[config.mk]
export PLATFORM = sky130hd
export DESIGN_NAME = bram_port_arbiter
export DESIGN_NICKNAME = d
export VERILOG_FILES = /design/src/rtl/bram_port_arbiter.sv
export SDC_FILE = /design/constraint.sdc
export NUM_CORES = 1
export LEC_CHECK = 0
export ABC_CLOCK_PERIOD_IN_PS = 9730
export BUFFER_PORTS_ARGS = -buffer_cell sky130_fd_sc_hd__buf_2
export CAP_MARGIN = 20
export CORE_MARGIN = 2
export CORE_UTILIZATION = 58
export CTS_BUF_LIST = sky130_fd_sc_hd__clkbuf_4
export CTS_CLUSTER_SIZE = 8
export DETAILED_ROUTE_END_ITERATION = 6
export PLACE_DENSITY = 0.8
export SYNTH_ARGS = -nofsm -noshare
export SYNTH_HDL_FRONTEND = slang
export SYNTH_SLANG_ARGS = --single-unit
[constraint.sdc]
create_clock -name CLK -period 9.73 [get_ports CLK]
set_input_delay 0 -clock CLK [delete_from_list [all_inputs] [get_ports CLK]]
set_output_delay 0 -clock CLK [all_outputs]
set_load 0.02 [all_outputs]
[src/rtl/bram_port_arbiter.sv]
// bram_port_arbiter
// Shares one single-port frame-buffer BRAM between the VGA pixel reader and the
// capture writer. The reader always wins and is never stalled. Writes wait in
// a small in-order FIFO and are drained only in cycles where the reader is idle.
//
// Ports
//   CLK, RESET             pixel clock, synchronous active-high reset
//   RD_REQ, RD_ADDR        reader request and address
//   RD_DATA, RD_VALID      read data, two cycles after the request
//   WR_VALID, WR_READY     writer handshake into the FIFO
//   WR_ADDR, WR_DATA       write entry
//   BRAM_ADDR/DIN/WE       registered BRAM port controls
//   BRAM_DOUT              BRAM read data, one cycle after BRAM_ADDR
//   FIFO_LEVEL             current FIFO occupancy (0..FIFO_DEPTH)
//   STARVED                sticky: FIFO stayed full under reader traffic too long
//
// Grant states
//   state        | meaning
//   GRANT_IDLE   | no BRAM access this cycle, address held
//   GRANT_READ   | BRAM addressed by the reader
//   GRANT_WRITE  | FIFO head being written into the BRAM
module bram_port_arbiter #(
    parameter int ADDR_W       = 14,
    parameter int DATA_W       = 8,
    parameter int FIFO_DEPTH   = 16,
    parameter int STARVE_LIMIT = 1024
) (
    input  logic                          CLK,
    input  logic                          RESET,
    input  logic                          RD_REQ,
    input  logic [ADDR_W-1:0]             RD_ADDR,
    output logic [DATA_W-1:0]             RD_DATA,
    output logic                          RD_VALID,
    input  logic                          WR_VALID,
    output logic                          WR_READY,
    input  logic [ADDR_W-1:0]             WR_ADDR,
    input  logic [DATA_W-1:0]             WR_DATA,
    output logic [ADDR_W-1:0]             BRAM_ADDR,
    output logic [DATA_W-1:0]             BRAM_DIN,
    output logic                          BRAM_WE,
    input  logic [DATA_W-1:0]             BRAM_DOUT,
    output logic [$clog2(FIFO_DEPTH):0]   FIFO_LEVEL,
    output logic                          STARVED
);

    localparam int PTR_W = $clog2(FIFO_DEPTH);
    localparam int LVL_W = PTR_W + 1;
    localparam logic [LVL_W-1:0] LVL_FULL   = LVL_W'(FIFO_DEPTH);
    localparam logic [15:0]      STARVE_MAX = 16'(STARVE_LIMIT);

    typedef enum logic [1:0] {
        GRANT_IDLE,
        GRANT_READ,
        GRANT_WRITE
    } grant_t;

    grant_t grant, grant_next;

    logic [ADDR_W-1:0] fifo_addr [FIFO_DEPTH];
    logic [DATA_W-1:0] fifo_data [FIFO_DEPTH];
    logic [PTR_W-1:0]  wr_ptr, rd_ptr;
    logic [LVL_W-1:0]  level;
    logic [15:0]       starve_cnt;
    logic              starved_q;
    logic              push, pop;

    // Ready comes from the registered level only, so an entry accepted this
    // cycle can never be popped before the next one.
    assign WR_READY   = !RESET && (level != LVL_FULL);
    assign push       = WR_VALID && WR_READY;
    assign pop        = (grant_next == GRANT_WRITE);
    assign FIFO_LEVEL = level;
    assign STARVED    = starved_q;
    assign RD_DATA    = BRAM_DOUT;

    always_ff @(posedge CLK) begin
        if (RESET) begin
            grant <= GRANT_IDLE;
        end else begin
            grant <= grant_next;
        end
    end

    always_comb begin
        grant_next = GRANT_IDLE;
        if (RD_REQ) begin
            grant_next = GRANT_READ;
        end else if (level != '0) begin
            grant_next = GRANT_WRITE;
        end
    end

    always_ff @(posedge CLK) begin
        if (push) begin
            fifo_addr[wr_ptr] <= WR_ADDR;
            fifo_data[wr_ptr] <= WR_DATA;
        end
    end

    always_ff @(posedge CLK) begin
        if (RESET) begin
            wr_ptr <= '0;
            rd_ptr <= '0;
            level  <= '0;
        end else begin
            if (push) begin
                wr_ptr <= wr_ptr + 1'b1;
            end
            if (pop) begin
                rd_ptr <= rd_ptr + 1'b1;
            end
            case ({push, pop})
                2'b10:   level <= level + 1'b1;
                2'b01:   level <= level - 1'b1;
                default: level <= level;
            endcase
        end
    end

    always_ff @(posedge CLK) begin
        if (RESET) begin
            BRAM_ADDR <= '0;
            BRAM_DIN  <= '0;
            BRAM_WE   <= 1'b0;
            RD_VALID  <= 1'b0;
        end else begin
            RD_VALID <= (grant == GRANT_READ);
            case (grant_next)
                GRANT_READ: begin
                    BRAM_ADDR <= RD_ADDR;
                    BRAM_WE   <= 1'b0;
                end
                GRANT_WRITE: begin
                    BRAM_ADDR <= fifo_addr[rd_ptr];
                    BRAM_DIN  <= fifo_data[rd_ptr];
                    BRAM_WE   <= 1'b1;
                end
                default: begin
                    BRAM_WE <= 1'b0;
                end
            endcase
        end
    end

    // Counter saturates at the limit; the flag is set on the same edge the
    // counter reaches it and then only RESET clears it.
    always_ff @(posedge CLK) begin
        if (RESET) begin
            starve_cnt <= '0;
            starved_q  <= 1'b0;
        end else if (pop) begin
            starve_cnt <= '0;
        end else if ((level == LVL_FULL) && RD_REQ && (starve_cnt != STARVE_MAX)) begin
            starve_cnt <= starve_cnt + 16'd1;
            if (starve_cnt + 16'd1 == STARVE_MAX) begin
                starved_q <= 1'b1;
            end
        end
    end

endmodule
Word level (Yosys, flattened, before mapping)
Memory sizes are Yosys's and may differ from the RTL's. A register that Yosys moved wholly into a read port is not among the register bits.
Cells that the tools add are included.
Widths: inputs -> output; s select.
- RAM bits: 352
- bits in registers: 48
- memories kept: 2
- output and inout port bits: 39
- input port bits: 48
- word-level logic and storage cells: 45
- muxes and demuxes: 9
- bitwise logic cells: 1
- reduce and logical (&&, ||, !) cells: 10
- eq/ne operators: 9
- $add $sub $neg: 5
- memory list (memory ; words ; bits a word ; rd ports ; clocked after Yosys merged registers in ; wr ports ; line ; RTL):
    fifo_addr ; 16 ; 14 ; 1 ; 1 ; 1 ; 59 ; logic [ADDR_W-1:0] fifo_addr [FIFO_DEPTH];
    fifo_data ; 16 ; 8 ; 1 ; 1 ; 1 ; 60 ; logic [DATA_W-1:0] fifo_data [FIFO_DEPTH];
- operator list (operator ; number):
    $pmux 14 s2 ; 1
    $add 16x1->16 const B ; 1
    $eq 16x11->1 const B ; 1
    $ne 16x11->1 const B ; 1
    $pmux 5 s2 ; 1
    $add 4x1->4 const B ; 2
    $mux 4 ; 2
    $eq 2x1->1 const B ; 3
    $add 5x1->5 const B ; 1
    $eq 5x5->1 const B ; 1
    $ne 5x5->1 const B ; 1
    $reduce_bool 5->1 ; 1
    $sub 5x1->5 const B ; 1
    $eq 2x2->1 const B ; 2
    $logic_and 1x1->1 ; 4
    $mux 2 ; 2
    $reduce_bool 2->1 ; 2
    $mux 1 ; 3
    $reduce_and 3->1 ; 1
    $reduce_or 2->1 ; 1
    $logic_not 1->1 ; 1
    $not 1->1 ; 1

Logic depth before layout (Yosys ltp)
- depth in word-level cells: 6
- depth in mapped cells: 14
- mapped depth without buffers: 11

Least setup slack after synthesis
Ideal clock, no wire load.
- kind: register to register
- start: register level[2] (netlist: FIFO_LEVEL[2])
- end: memory fifo_addr[3][0], enable pin
- period minus slack after synthesis: 3.389 ns
- path buffers: 1
- setup time: 0.429 ns
- data arrival time: 2.960 ns
- required time: 9.301 ns
- stages on the path, launching flop included: 6
- path slack: 6.341 ns
- cell sequence: dfxtp_1 > buf_2 > nor4_4 > a211oi_2 > nand2_1 > nor3_1
- cells in the longest elaborated chain, start to end: 5
- ends and longest elaborated chain (what ; line ; RTL):
    from (decl) ; 62 ; logic [LVL_W-1:0] level;
    from (signal assigned) ; 113 ; 2'b10: level <= level + 1'b1;
    from (signal assigned) ; 114 ; 2'b01: level <= level - 1'b1;
    from (signal assigned) ; 115 ; default: level <= level;
    $ne 5x5->1 ; 69 ; assign WR_READY = !RESET && (level != LVL_FULL);
    $logic_and 1x1->1 ; 69 ;
    $logic_and 1x1->1 ; 70 ; assign push = WR_VALID && WR_READY;
    $mux 1 ; 94 ; if (push) begin
    $mux 1 (implied by the code) ; 95 ; fifo_addr[wr_ptr] <= WR_ADDR;
    to (decl) ; 59 ;
No other way between the ends.

Final worst setup path
- start: register level[1] (netlist: FIFO_LEVEL[1])
- end: register BRAM_ADDR[11]
- cells in the longest elaborated chain, start to end: 5
- elaborated cells on any way between the ends: 7
- those cells by class: eq/ne (2); mux (3); reduce/logical (2)
- ends and longest elaborated chain (what ; line ; RTL):
    $reduce_bool 5->1 * ; 88 ; end else if (level != '0) begin
    $mux 2 * ; 88 ;
    $mux 2 * ; 86 ; if (RD_REQ) begin
    $eq 2x2->1 or $eq 2x1->1 (tied branches) ; 128 ; case (grant_next)
    $pmux 14 s2 or $reduce_bool 2->1 (tied branches) ; - ;
    to (signal assigned) ; 134 ; BRAM_ADDR <= fifo_addr[rd_ptr];
    to (decl) ; 38 ; output logic [ADDR_W-1:0] BRAM_ADDR,
Mark *: on every way between the ends. The rest lies on a longest branch, timed or not.
A chain may end at the register's enable or synchronous reset.

==> results.json <==
{
  "status": "completed",
  "clkPwrFrac": 0.345,
  "cts_buffers": 97,
  "synthFlopType": "edfxtp_1",
  "htreeDepth": 3,
  "hold_viol": 0,
  "die_w_um": 172,
  "clockBufferDepth": 3,
  "finalMaxSlewViolations": 0,
  "tns_ns": 0,
  "drc": 0,
  "p_int_mw": 3.02,
  "placement.io_buffers": 70,
  "p_total_mw": 4.12,
  "worst_slew_pin_slew_ns": 1.05,
  "dp_hpwl_um": 20300,
  "synth-seq-area-share": 0.717,
  "synth_fa_ha_area_frac": 0.00838,
  "stdcell_count": 1535,
  "yosys.area_share.simple": 0.0488,
  "core_area_um2": 27900,
  "vias": 8978,
  "ir_drop_v": 0.000138,
  "ys_types": 59,
  "timing.rr.start": "FIFO_LEVEL[1]",
  "fin_crit_sh": 0.335,
  "synth_compound_area_frac": 0.0426,
  "dpl_cell_area_um2": 17100,
  "endpoint_kind": "flip-flop",
  "fin_crit_ns": 3.26,
  "cp.required_ns": 10.40,
  "drt-wirelength-per-cell_um": 22.6,
  "seq_power_share": 0.496,
  "arrival_ns": 3.93,
  "fillCellCount": 1849,
  "whs_ns": 0.00000560,
  "synth-async-reset-ratio": 0,
  "synthCells": 900,
  "max_freq_mhz": 307,
  "clock-root-buffer": "clkbuf_4",
  "cts_sinks": 412,
  "hold_class": "input pin to primary output",
  "grt_pass1_vias": 9172,
  "critPathKind": "flip-flop to flip-flop",
  "maxCapViolCount": 0,
  "rows": 61,
  "firstDrtPassIters": 5,
  "hold_end": "RD_DATA[2]",
  "setup_slack_ns": 6.47,
  "ant_nets": 0,
  "post-route-util": 0.679,
  "die_area_um2": 29700,
  "syn-num-nets": 959,
  "switching_share": 0.266,
  "start_kind": "flip-flop",
  "leakage_nw": 6.32,
  "grt_overflow": 0,
  "gr-usage-all-layers": 0.247,
  "startpoint": "FIFO_LEVEL[1]",
  "avgSynthCellArea_um2": 18.2,
  "syn2layout_area_growth_pct": 15.3,
  "power_density_nw_per_um2": 218,
  "pre_cts_ws_ns": 6.58,
  "grt_antenna_before_repair": 1,
  "dp_cells": 1304,
  "worstHoldStart": "BRAM_DOUT[2]",
  "grt_max_degree": 45,
  "netSwitchingPower_mw": 1.10,
  "clkLatencyLatePin_ns": 0.77,
  "max_slew_margin": 0.300,
  "yosysWarnings": 0,
  "rsz0062_at_grt": "false",
  "whs_path_depth": 0,
  "fin_area_um2": 18900,
  "setup_viol_count_final": 0,
  "finClkSkew_ns": 0.0639,
  "num_io_pins": 87,
  "synth-xor-area-share": 0.0155,
  "nNetsFinal": 1133,
  "synth_top_family_by_area": "multiplexers",
  "muxShareOfSynthArea": 0.140,
  "r2r_end": "BRAM_ADDR[11]",
  "via_per_inst": 5.85,
  "synth-edff-count": 352,
  "drtIter0Drc": 873,
  "cts_tree": "built",
  "syn_area_um2": 16400,
  "r2r_cells": 7,
  "r2r_slack_ns": 6.47,
  "clk_pin_slew_worst_paths_ns": 0.07,
  "synth-seq-cells": 412,
  "cts-resized-gates": 0,
  "p_comb_frac": 0.159,
  "wirelength_um": 34800,
  "grt_pass1_wl_um": 53200,
  "gp_congestion": 0.828,
  "initial_core_util": 0.589,
  "path_max_fanout": 18,
  "fp.dieH_um": 172,
  "layout-drive-gt1-share": 0.349
}
==> how the worst max path moves through the flow <==
stage | endpoint | cells after the start
after floorplan | fifo_addr[3][0] | 5
after global placement | FIFO_LEVEL[4] | 11
after detailed placement | FIFO_LEVEL[4] | 11
after CTS | BRAM_ADDR[9] | 6
after global routing | BRAM_ADDR[5] | 6
final | BRAM_ADDR[11] | 7
==> power groups by stage <==
stage / clock [mW] / combinational, mW / sequential (mW)
detailed placement: 0 / 0.627 / 2.08
global route: 1.54 / 0.707 / 2.05
floorplan: 0 / 0.436 / 2.10
CTS: 1.45 / 0.661 / 2.05
finish: 1.42 / 0.656 / 2.04
global placement: 0 / 0.616 / 2.08
==> placed cells by master, fill, tap and decap left out, types with 12 or more instances in the layout <==
master and n:
mux4_2 89, a21oi_1 17, clkinv_1 24, nor2_1 43
o22ai_1 18, dlygate4sd3_1 49, clkbuf_4 147, nand2_1 18
nand2b_1 14, mux2_2 23, inv_1 29, dfxtp_1 57
edfxtp_1 352, buf_2 70, buf_4 22, nor2_2 12
xnor2_1 18
==> layer usage <==
layer,vias up,GRT usage,share of wire
met2,384,0.399,0.50
li1,4006,-,-
met5,-,0,0
met1,4534,0.339,0.41
met3,54,0.0536,0.076
met4,0,0.0826,0.017
==> sequential cells by signal (all words and copies together) (netlist names), named ones only <==
name and cells:
grant 2, rd_ptr 4, fifo_data 128, BRAM_WE 1, wr_ptr 4, STARVED 1, fifo_addr 224, starve_cnt 16
BRAM_DIN 8, RD_VALID 1, FIFO_LEVEL 5, BRAM_ADDR 14
==> layout make-up <==
type | instances | area (um2) | share of cell area
multi-input combinational | 392 | 4250 | 0.224
sequential | 412 | 11800 | 0.622
tap | 378 | 473 | 0.0250
antenna | 1 | 2.50 | 0.000132
inverter | 30 | 113 | 0.00595
clock inverter | 34 | 206 | 0.0109
clock buffer | 147 | 1100 | 0.0583
timing repair buffer | 141 | 1010 | 0.0531
==> cell families after synthesis <==
family                   count (synthesis)
flip-flops                             412
AND/OR/NAND/NOR                        150
multiplexers                           116
buffers and inverters                   96
AO/OA/AOI/OAI                           86
XOR/XNOR                                29
adder cells (fa/ha/maj)                 11
==> what timing repair did <==
| action | in CTS | in global routing |
|---|---|---|
| setup buffers | 0 | 0 |
| hold buffers | 49 | 0 |
| endpoints found under the hold margin | 386 | 0 |
==> Yosys cell counts, types with 4 or more instances <==
| cell type | n | area, um2 |
|---|---|---|
| edfxtp_1 | 352 | 10600 |
| mux4_2 | 89 | 2000 |
| dfxtp_1 | 60 | 1200 |
| nor2_1 | 55 | 206 |
| inv_1 | 29 | 109 |
| clkbuf_1 | 25 | 93.8 |
| mux2_2 | 23 | 259 |
| nand2_1 | 18 | 67.6 |
| o22ai_1 | 18 | 113 |
| xnor2_1 | 18 | 158 |
| a21oi_1 | 17 | 85.1 |
| buf_2 | 16 | 80.1 |
| buf_4 | 16 | 120 |
| nand2b_1 | 14 | 87.6 |
| ha_1 | 11 | 138 |
| nor3_1 | 11 | 55.1 |
| xor2_1 | 11 | 96.3 |
| a2111oi_2 | 10 | 150 |
| nand4_1 | 10 | 62.6 |
| a221oi_1 | 8 | 70.1 |
| a22o_1 | 8 | 70.1 |
| buf_1 | 7 | 26.3 |
| nor4_1 | 7 | 43.8 |
| o21ai_0 | 5 | 25.0 |
| mux2i_1 | 4 | 40.0 |
| nor2b_1 | 4 | 25.0 |
| nor3b_1 | 4 | 30.0 |
| o31ai_1 | 4 | 30.0 |
==> critical path, stage by stage (launching register included) <==
cell and delay (ns):
dfxtp_1 0.42, nor4_4 0.47, a21o_2 0.29, inv_2 0.18, nand2b_1 0.63, o22ai_1 0.29, a2111oi_2 0.32, dlygate4sd3_1 0.59
(Power assumes the default switching activity.)
